File: config.mk
export PLATFORM = sky130hd
export DESIGN_NAME = pi_mem_arb
export DESIGN_NICKNAME = d
export VERILOG_FILES = /design/src/rtl/pi_mem_arb.sv
export SDC_FILE = /design/constraint.sdc
export NUM_CORES = 1
export LEC_CHECK = 0
export BUFFER_PORTS_ARGS = -buffer_cell sky130_fd_sc_hd__buf_4
export CORE_ASPECT_RATIO = 1.1
export CORE_UTILIZATION = 40
export CTS_CLUSTER_SIZE = 25
export DETAILED_ROUTE_END_ITERATION = 10
export GPL_TIMING_DRIVEN = 0
export PLACE_DENSITY = 0.67
export RECOVER_POWER = 25
export SYNTH_ARGS = -nofsm -noshare
export SYNTH_HDL_FRONTEND = slang
export SYNTH_SLANG_ARGS = --single-unit
File: constraint.sdc
create_clock -name clk -period 5.7 [get_ports clk]
set_clock_uncertainty 0.2 [all_clocks]
set_input_delay 0.57 -clock clk [delete_from_list [all_inputs] [get_ports clk]]
set_output_delay 0.57 -clock clk [all_outputs]
set_load 0.02 [all_outputs]
File: src/rtl/pi_mem_arb.sv
// Arbitrates one external memory port between the CPU (priority) and the latched PI requester.
// Each grant is MEM_CYC strobe clocks plus one recovery clock; a PI request waits at most STARVE CPU grants.
module pi_mem_arb #(
  parameter int AW      = 24,
  parameter int MEM_CYC = 4,
  parameter int STARVE  = 3
) (
  input  logic          clk,
  input  logic          rst_n,
  input  logic          cpu_req,
  input  logic          cpu_we,
  input  logic [AW-1:0] cpu_addr,
  input  logic [15:0]   cpu_dato,
  input  logic [1:0]    cpu_be,
  output logic [15:0]   cpu_dati,
  output logic          cpu_ack,
  input  logic          pi_req,
  input  logic          pi_we,
  input  logic [AW-1:0] pi_addr,
  input  logic [7:0]    pi_dato,
  output logic [7:0]    pi_dati,
  output logic          pi_busy,
  output logic [AW-2:0] mem_addr,
  output logic [15:0]   mem_dato,
  input  logic [15:0]   mem_dati,
  output logic          mem_oe,
  output logic          mem_we,
  output logic [1:0]    mem_be
);

  localparam int              SW         = (STARVE < 1) ? 1 : $clog2(STARVE + 1);
  localparam logic [SW-1:0]   STARVE_MAX = SW'(STARVE);
  localparam logic [3:0]      LAST       = 4'(MEM_CYC - 1);

  typedef enum logic [1:0] {IDLE, CPU_ACC, PI_ACC, RECOVER} state_t;

  state_t        state, state_nxt;
  logic [3:0]    cyc_ctr;
  logic [SW-1:0] starve_ctr;
  logic          pi_pend;
  logic          pi_we_l;
  logic [AW-1:0] pi_addr_l;
  logic [7:0]    pi_dato_l;
  logic          acc_lo;
  logic          grant_cpu, grant_pi;
  logic          in_acc, acc_last, cpu_done, pi_done;
  logic          unused_cpu_a0;

  assign unused_cpu_a0 = cpu_addr[0];
  assign in_acc   = (state == CPU_ACC) || (state == PI_ACC);
  assign acc_last = in_acc && (cyc_ctr == LAST);
  assign cpu_done = acc_last && (state == CPU_ACC);
  assign pi_done  = acc_last && (state == PI_ACC);
  assign pi_busy  = pi_pend;

  always_ff @(posedge clk or negedge rst_n) begin
    if (!rst_n) state <= IDLE;
    else        state <= state_nxt;
  end

  // CPU wins unless a pending PI request has already been passed over STARVE times
  always_comb begin
    state_nxt = state;
    grant_cpu = 1'b0;
    grant_pi  = 1'b0;
    case (state)
      IDLE: begin
        if (cpu_req && (!pi_pend || (starve_ctr < STARVE_MAX))) begin
          grant_cpu = 1'b1;
          state_nxt = CPU_ACC;
        end else if (pi_pend) begin
          grant_pi  = 1'b1;
          state_nxt = PI_ACC;
        end
      end
      CPU_ACC, PI_ACC: if (acc_last) state_nxt = RECOVER;
      RECOVER:         state_nxt = IDLE;
      default:         state_nxt = IDLE;
    endcase
  end

  always_ff @(posedge clk or negedge rst_n) begin
    if (!rst_n) begin
      cyc_ctr    <= 4'd0;
      starve_ctr <= '0;
    end else begin
      if (in_acc && !acc_last) cyc_ctr <= cyc_ctr + 4'd1;
      else                     cyc_ctr <= 4'd0;
      if (state == IDLE) begin
        if (grant_pi || !pi_pend) starve_ctr <= '0;
        else if (grant_cpu)       starve_ctr <= starve_ctr + SW'(1);
      end
    end
  end

  // Memory port is fully registered at grant and held until the last access clock
  always_ff @(posedge clk or negedge rst_n) begin
    if (!rst_n) begin
      mem_addr <= '0;
      mem_dato <= 16'h0000;
      mem_be   <= 2'b00;
      mem_oe   <= 1'b0;
      mem_we   <= 1'b0;
      acc_lo   <= 1'b0;
    end else if (grant_cpu) begin
      mem_addr <= cpu_addr[AW-1:1];
      mem_dato <= cpu_dato;
      mem_be   <= cpu_be;
      mem_oe   <= ~cpu_we;
      mem_we   <= cpu_we;
    end else if (grant_pi) begin
      mem_addr <= pi_addr_l[AW-1:1];
      mem_dato <= pi_addr_l[0] ? {8'h00, pi_dato_l} : {pi_dato_l, 8'h00};
      mem_be   <= pi_addr_l[0] ? 2'b01 : 2'b10;
      mem_oe   <= ~pi_we_l;
      mem_we   <= pi_we_l;
      acc_lo   <= pi_addr_l[0];
    end else if (acc_last) begin
      mem_oe   <= 1'b0;
      mem_we   <= 1'b0;
    end
  end

  always_ff @(posedge clk or negedge rst_n) begin
    if (!rst_n) begin
      cpu_ack  <= 1'b0;
      cpu_dati <= 16'h0000;
      pi_dati  <= 8'hFF;
    end else begin
      cpu_ack <= cpu_done;
      if (cpu_done && mem_oe) cpu_dati <= mem_dati;
      if (pi_done && mem_oe)  pi_dati  <= acc_lo ? mem_dati[7:0] : mem_dati[15:8];
    end
  end

  // A new pi_req always wins over completion so a back-to-back request is never lost
  always_ff @(posedge clk or negedge rst_n) begin
    if (!rst_n) begin
      pi_pend   <= 1'b0;
      pi_we_l   <= 1'b0;
      pi_addr_l <= '0;
      pi_dato_l <= 8'h00;
    end else if (pi_req) begin
      pi_pend   <= 1'b1;
      pi_we_l   <= pi_we;
      pi_addr_l <= pi_addr;
      pi_dato_l <= pi_dato;
    end else if (pi_done) begin
      pi_pend   <= 1'b0;
    end
  end

endmodule

# After elaboration in Yosys (flattened, before gate mapping)
# Index checks and enable logic that the tools add are counted.
[word_totals]
input_bits = 96
word_cells = 77
register_bits = 111
[classes]
order_cmp = 1
reduce_logical = 21
eq_ne = 6
mux = 28
bitwise = 3
n_addsub = 2
[op_table]
columns = ["cell", "n"]
rows = [
  ["2-to-1 mux 16 bit", 3],
  ["2-to-1 mux 23 bit", 2],
  ["2-to-1 mux 2 bit", 8],
  ["2-to-1 mux 1 bit", 12],
  ["2-to-1 mux 8 bit", 1],
  ["logical AND 1 bit", 7],
  ["case mux 2 bit (3 select lines)", 1],
  ["AND reduction 2 bit", 3],
  ["nonzero test 2 bit", 3],
  ["adder 4 x 1 -> 4 bit, second input constant", 1],
  ["== test 2 bit, second input constant", 2],
  ["== test 4 x 2 -> 1 bit, second input constant", 1],
  ["2-to-1 mux 4 bit", 1],
  ["logical OR 1 bit", 3],
  ["inequality test 3 bit, second input constant", 1],
  ["inverter 1 bit", 3],
  ["nonzero test 3 bit", 1],
  ["adder 2 x 1 -> 2 bit, second input constant", 1],
  ["== test 2 x 1 -> 1 bit, second input constant", 1],
  ["zero test 1 bit", 2],
  ["zero test 2 bit", 1],
  ["< comparator 2 bit, second input constant", 1],
  ["inequality test 2 bit, second input constant", 1],
  ["OR reduction 2 bit", 1],
]

# Depth between registers and ports, before layout
# Gate-level depths: netlist (run 1).
[depth]
depth_word = 8
depth_mapped = 8

# Worst setup path before layout (run 1)
# Ideal clock, no wire load.
[synth_path]
path_kind = "reg2reg"
startpoint = "reg state[0]"
endpoint = "reg cpu_dati[10]"
setup_ns = 0.125
stages_incl_launch_ff = 8
setup_slack_ns = 3.647
arrival_ns = 1.728
n_path_buf = 2
period_less_slack_ns = 2.053
path_cell_list = "dfrtp_1 inv_1 ha_1 and4bb_4 and3_4 buf_6 buf_12 mux2_4"
[synth_between]
elab_chain_cells = 5
[synth_lines]
columns = ["element", "line", "source"]
rows = [
  ["start: declaration", "37", "state_t state, state_nxt;"],
  ["start signal: assignment", "58", "else state <= state_nxt;"],
  ["== test 2 x 1 -> 1 bit or == test 2 bit (tied branches)", "50, 52", ""],
  ["logical OR 1 bit", "50", "assign in_acc = (state == CPU_ACC) || (state == PI_ACC);"],
  ["logical AND 1 bit", "51", "assign acc_last = in_acc && (cyc_ctr == LAST);"],
  ["logical AND 1 bit *", "52", "assign cpu_done = acc_last && (state == CPU_ACC);"],
  ["logical AND 1 bit *", "131", "if (cpu_done && mem_oe) cpu_dati <= mem_dati;"],
  ["end signal: assignment", "131", ""],
  ["end: declaration", "15", "output logic [15:0] cpu_dati,"],
]
# Mark *: on every way between the ends. The rest lies on a longest branch, timed or not.
# A chain may end at the register's enable or synchronous reset.

# Worst setup path after layout (run 1)
[layout_path]
startpoint = "reg state[1]"
endpoint = "reg cpu_dati[10]"
# Same word-level chain as after synthesis.

==> flow_summary.json, run 1 <==
{
  "status": "finished, final reports clean",
  "io_buffers": 162,
  "peakVddDrop_uv": 270,
  "cts_tree": "yes",
  "firstDrtPassIters": 4,
  "cts_resized": 0,
  "regArea_um2": 2790,
  "max_cap_viol_count": 0,
  "vias": 3418,
  "htreeDepth": 3,
  "timing.hold.ws_ns": 0.240,
  "globalRouteOverflowTotal": 0,
  "slew_viol_final": 0,
  "worstPathArrival_ns": 2.29,
  "netlist_top_cells_area": "dfrtp_1 (54%), mux2_2 (13%), a221o_1 (8.2%)",
  "start_util": 0.412,
  "hold_depth": 3,
  "drt-total-wl_mm": 11.7,
  "reg2regPathDepth": 7,
  "synthToLayoutAreaGrowth_pct": 36.3,
  "antenna_found_initial": 0,
  "dp_hpwl_mm": 8.40,
  "io_pins": 165,
  "synthFlopType": "dfrtp_1",
  "synth_area_um2": 4760,
  "avgSynthCellArea_um2": 14.2,
  "power_leakage_uw": 0.00313,
  "required_ns": 5.72,
  "synth_cell_types": 42,
  "ant_nets": 0,
  "postLayoutCoreUtil": 0.561,
  "drcViolationCount": 0,
  "p_per_area_nw_per_um2": 489,
  "synth.most_common_cell": "dfrtp_1",
  "synth-seq-cells": 111,
  "worst_pin_slew_ns": 0.840,
  "synth_area_leader_cell": "dfrtp_1",
  "crit_path_start_kind": "register",
  "netlist_top_cells_count": "dfrtp_1 (103), mux2_2 (55), and2_1 (40), a221o_1 (39), mux2_4 (10)",
  "finalSetupViolations": 0,
  "fin_crit_sh": 0.397,
  "multi_input_area_um2": 1790,
  "hold_violations": 0,
  "clkTransAtPathRegs_ns": 0.07,
  "syn_nets": 436,
  "synthDominantCellAreaShare": 0.542,
  "dpl_cell_area_um2": 6160,
  "maxSlewHeadroom": 0.437,
  "rsz0062_at_grt": "no",
  "fin_nets": 611,
  "worstPathMaxFanout": 10,
  "synth_warnings": 0,
  "cp-end-kind": "register",
  "clk_path_buf_depth": 2,
  "syn_inst": 335,
  "worstSetupPathType": "register to register",
  "cts_root_buffer": "clkbuf_16",
  "grt_max_degree": 112,
  "cts_setup_buffers": 0,
  "postLayoutCellArea_um2": 6480,
  "fin_total_pwr_uw": 3170,
  "finalWorstPathRequiredPeriod_ns": 2.26,
  "grt_pass1_wl_mm": 18.6,
  "final.setup.tns_ns": 0,
  "core-area_um2": 11500,
  "wire_per_inst_um": 17.6,
  "fmax_mhz": 442,
  "viasPerCell": 5.14,
  "first_global_vias": 3546,
  "drt-initial-drc-count": 125,
  "worstSkewPairLatency_ns": 0.34,
  "design.die.area_um2": 12300,
  "drive_gt1_frac": 0.528,
  "yosysSeqAreaShare": 0.586,
  "die_h_um": 116,
  "synth_edf_count": 0,
  "cts.sinks": 111,
  "final.fill_count": 992,
  "cts.hold.buffers_added": 0,
  "antennaDiodeCount": 0,
  "cts_made_buffers": 9,
  "gp_congestion": 0.766,
  "grt_use_total": 0.198,
  "async_flop_share": 1.00,
  "rows": 41,
  "die_w_um": 106,
  "hold_path_class": "primary input to register"
}
-- per-stage QoR --
stage / cells / worst slack, ns
after global placement: 647 / 3.47
after floorplan: 335 / 3.65
after CTS: 663 / 3.44
after detailed placement: 647 / 3.45
after global routing: 665 / 3.31
final: 665 / 3.44
-- worst max-delay path, stage by stage, from the launching register on --
cell      delay (ns)
dfrtp_1         0.39
inv_1           0.08
ha_1            0.39
and4bb_4        0.30
and3_4          0.19
buf_6           0.14
buf_12          0.16
mux2_4          0.31
-- state kept, by name, indices dropped and copies added (netlist names), 2 cells and up --
| signal | flops |
|---|---|
| mem_addr | 23 |
| state | 2 |
| pi_dati | 8 |
| mem_dato | 16 |
| pi_addr_l | 24 |
| starve_ctr | 2 |
| cyc_ctr | 4 |
| pi_dato_l | 8 |
| mem_be | 2 |
| cpu_dati | 16 |
-- cell type report --
cell class | count | share of cell area
Inverter | 8 | 0.00463
Timing Repair Buffer | 164 | 0.193
Buffer | 21 | 0.0218
Multi-Input combinational cell | 195 | 0.276
Tap cell | 150 | 0.0290
Sequential cell | 111 | 0.430
Clock inverter | 4 | 0.00734
Clock buffer | 12 | 0.0380
-- layout by cell type, fill, tap and decap left out, drive strengths merged, types with 3 or more instances in the layout --
cell type,count
ha,5
inv,8
and2,42
nor2,8
a221o,39
nand2,5
dfrtp,103
clkbuf,20
mux2,65
dfstp,8
buf,176
and3,3
-- kinds of logic after synthesis --
logic type	count (synthesis)	share of synthesized area
mux	65	0.162
simple gates	66	0.0868
flops	111	0.586
fa+ha+maj	5	0.0132
buf+inv	29	0.0368
xor+xnor	2	0.00368
compound gates	57	0.112
-- worst paths after layout --
path / startpoint / endpoint / slack [ns]
min in group asynchronous: rst_n / cpu_dati[1]$_DFFE_PN0P_ / 0.59
worst max register to register: state[1]$_DFFE_PN0P_ / cpu_dati[10]$_DFFE_PN0P_ / 3.44
worst max-delay path: state[1]$_DFFE_PN0P_ / cpu_dati[10]$_DFFE_PN0P_ / 3.44
worst min register to register: cyc_ctr[0]$_DFF_PN0_ / cyc_ctr[0]$_DFF_PN0_ / 0.27
max in group asynchronous: rst_n / pi_dati[6]$_DFFE_PN1P_ / 3.78
worst min-delay path: pi_we / pi_we_l$_DFFE_PN0P_ / 0.24
-- metal layers --
metal	track usage	up-vias	share of wire
li1	-	1578	-
met2	0.319	119	0.47
met5	0	-	0
met4	0.0565	0	0.0097
met1	0.258	1711	0.45
met3	0.0625	10	0.072
-- where the power goes --
group / switching (uW) / internal (uW) / total [uW] / leakage (uW)
Combinational: 658 / 671 / 1330 / 0.00163
Sequential: 147 / 1060 / 1200 / 0.00136
Clock: 280 / 352 / 633 / 0.000143
Total: 1090 / 2080 / 3170 / 0.00313
No activity file was read; power rests on OpenSTA's default activity.
==> run 2, diff against run 1 <==
==> constraint.sdc (replaced) <==
create_clock -name clk -period 2.1 [get_ports clk]
set_clock_uncertainty 0.2 [all_clocks]
set_input_delay 0.21 -clock clk [delete_from_list [all_inputs] [get_ports clk]]
set_output_delay 0.21 -clock clk [all_outputs]
set_load 0.02 [all_outputs]
==> run 2 against run 1 <==
Effect of this change: global-route usage is 2.9 points higher; sequential power rose to 2.7 times the previous value; non-clock buffer count is 97 higher; register-to-register slack lost 3.4 ns; count of clock-buffer cells in the layout unchanged; worst hold slack lost 0.099 ns; largest cell class unchanged; combinational power rose to 2.9 times the previous value.
==> flow_summary.json, run 2 (synthesis results as in run 1) <==
{
  "wire_per_inst_um": 17.6,
  "hold_path_class": "primary input to async pin",
  "r2r-start": "state[1]$_DFFE_PN0P_",
  "drt-initial-drc-count": 177,
  "cp-end-kind": "register",
  "worstSkewPairLatency_ns": 0.35,
  "first_global_vias": 4167,
  "die_w_um": 106,
  "final_cell_mix": "buf_4 (162), dfrtp_1 (103), dlygate4sd3_1 (92)",
  "max_cap_viol_count": 0,
  "design.die.area_um2": 12300,
  "synthToLayoutAreaGrowth_pct": 57.1,
  "worstPathMaxFanout": 10,
  "viasPerCell": 5.04,
  "peakVddDrop_uv": 548,
  "final.setup.tns_ns": 0,
  "cts_root_buffer": "clkbuf_16",
  "reg2reg_slack_ns": 0.01,
  "top_regs": "pi_addr_l x24, mem_addr x23",
  "crit_end": "mem_dato[11]$_DFFE_PN0P_",
  "cts_tree": "yes",
  "io_pins": 165,
  "finalWorstPathRequiredPeriod_ns": 2.09,
  "p_switching_uw": 3060,
  "seqPwrFrac": 0.369,
  "htreeDepth": 3,
  "reg2regPathDepth": 6,
  "die_h_um": 116,
  "clkTransAtPathRegs_ns": 0.07,
  "drcViolationCount": 0,
  "maxSlewHeadroom": 0.372,
  "cts_made_buffers": 9,
  "dp_hpwl_mm": 8.40,
  "drive_gt1_frac": 0.464,
  "grt_pass1_wl_mm": 21.4,
  "mostFrequentLayoutCell": "buf_4",
  "clk_path_buf_depth": 2,
  "finalSetupViolations": 0,
  "core-area_um2": 11500,
  "antennaDiodeCount": 0,
  "crit_path_start_kind": "register",
  "required_ns": 2.18,
  "hold_violations": 0,
  "drt-total-wl_mm": 13.4,
  "start_util": 0.412,
  "worstSetupPathType": "register to register",
  "rr_endpoint": "mem_dato[11]$_DFFE_PN0P_",
  "rsz0062_at_grt": "yes",
  "globalRouteOverflowTotal": 0,
  "top_register": "pi_addr_l",
  "cts.sinks": 111,
  "grt_max_degree": 112,
  "worstPathArrival_ns": 2.17,
  "rows": 41,
  "clkPwrFrac": 0.193,
  "fin_crit_sh": 0.994,
  "startpoint": "state[1]$_DFFE_PN0P_",
  "gp_congestion": 0.766,
  "power_leakage_uw": 0.00355,
  "ant_nets": 0,
  "antenna_found_initial": 0,
  "final.fill_count": 849,
  "pre_cts_ws_ns": -0.142,
  "grt_use_total": 0.226,
  "worst_pin_slew_ns": 0.942,
  "comb_power_share": 0.438,
  "vias": 3844,
  "firstDrtPassIters": 4,
  "largest_reg_flops": 24,
  "fin_nets": 708,
  "switching_share": 0.344,
  "slew_viol_final": 0,
  "fmax_mhz": 479,
  "status": "finished, final reports clean",
  "p_int_uw": 5830,
  "p_per_area_nw_per_um2": 1190,
  "post-route-worst-setup-slack_ns": 0.0129,
  "io_buffers": 162
}
==> run 2: area by class of cell <==
type,count,area (um2),area share
buffer,19,126,0.0169
sequential,111,2790,0.373
clock inverter,4,47.5,0.00636
tap,150,188,0.0251
clock buffer,12,246,0.0330
inverter,8,30.0,0.00402
multi-input combinational,195,1810,0.242
timing repair buffer,263,2240,0.299
==> run 2: power groups by stage <==
stage / clock network, uW / logic [uW] / registers, uW
after floorplan: 0 / 1520 / 3910
after global placement: 0 / 3560 / 3270
after detailed placement: 0 / 3640 / 3290
after CTS: 1750 / 3850 / 3260
after global routing: 1850 / 4150 / 3360
final: 1720 / 3890 / 3280
==> run 2: worst min-delay path by stage <==
stage             from                        end  slack [ns]
3_5_place_dp     pi_we        pi_we_l$_DFFE_PN0P_        0.23
3_3_place_gp     pi_we        pi_we_l$_DFFE_PN0P_        0.22
2_1_floorplan    rst_n         acc_lo$_DFFE_PN0P_       -0.29
4_1_cts         pi_req  pi_addr_l[20]$_DFFE_PN0P_        0.04
6_report         rst_n   cpu_dati[10]$_DFFE_PN0P_        0.14
5_1_grt        cpu_req       state[0]$_DFFE_PN0P_        0.14
==> run 2: what timing repair did <==
| item | CTS | global route |
|---|---|---|
| setup buffers | 5 | 2 |
| hold buffers | 91 | 1 |
| gates cloned | 1 | 0 |
| resized for setup | 3 | 3 |
| pin swaps | 1 | 1 |
| setup endpoints to repair | 57 | 52 |
| endpoints found under the hold margin | 91 | 106 |
==> run 2: per-stage QoR <==
| stage | cells | utilization | power (uW) | hold WS [ns] | instance area, um2 |
|---|---|---|---|---|---|
| 4_1_cts | 758 | 0.645 | 8870 | 0.0353 | 7450 |
| 2_1_floorplan | 335 | - | 5430 | -0.286 | 4760 |
| 3_3_place_gp | 647 | 0.534 | 6830 | 0.222 | 6160 |
| 5_1_grt | 762 | 0.647 | 9370 | 0.142 | 7470 |
| 6_report | 762 | 0.647 | 8890 | 0.141 | 7470 |
| 3_5_place_dp | 647 | 0.534 | 6930 | 0.228 | 6160 |
==> run 2: worst max-delay path, cell delays in order, from the launching register on <==
cell and delay, ns:
dfrtp_1 0.39, inv_2 0.09, ha_4 0.12, buf_4 0.15
nand2_1 0.15, nor3_2 0.67, a221o_1 0.26
==> run 2: metal layers <==
layer / vias to the layer above / wire (um) / global-route usage
met5: - / 0 / 0
met4: 0 / 197 / 0.0778
met3: 18 / 755 / 0.0541
met2: 142 / 6700 / 0.395
met1: 1916 / 5770 / 0.277
li1: 1768 / - / -
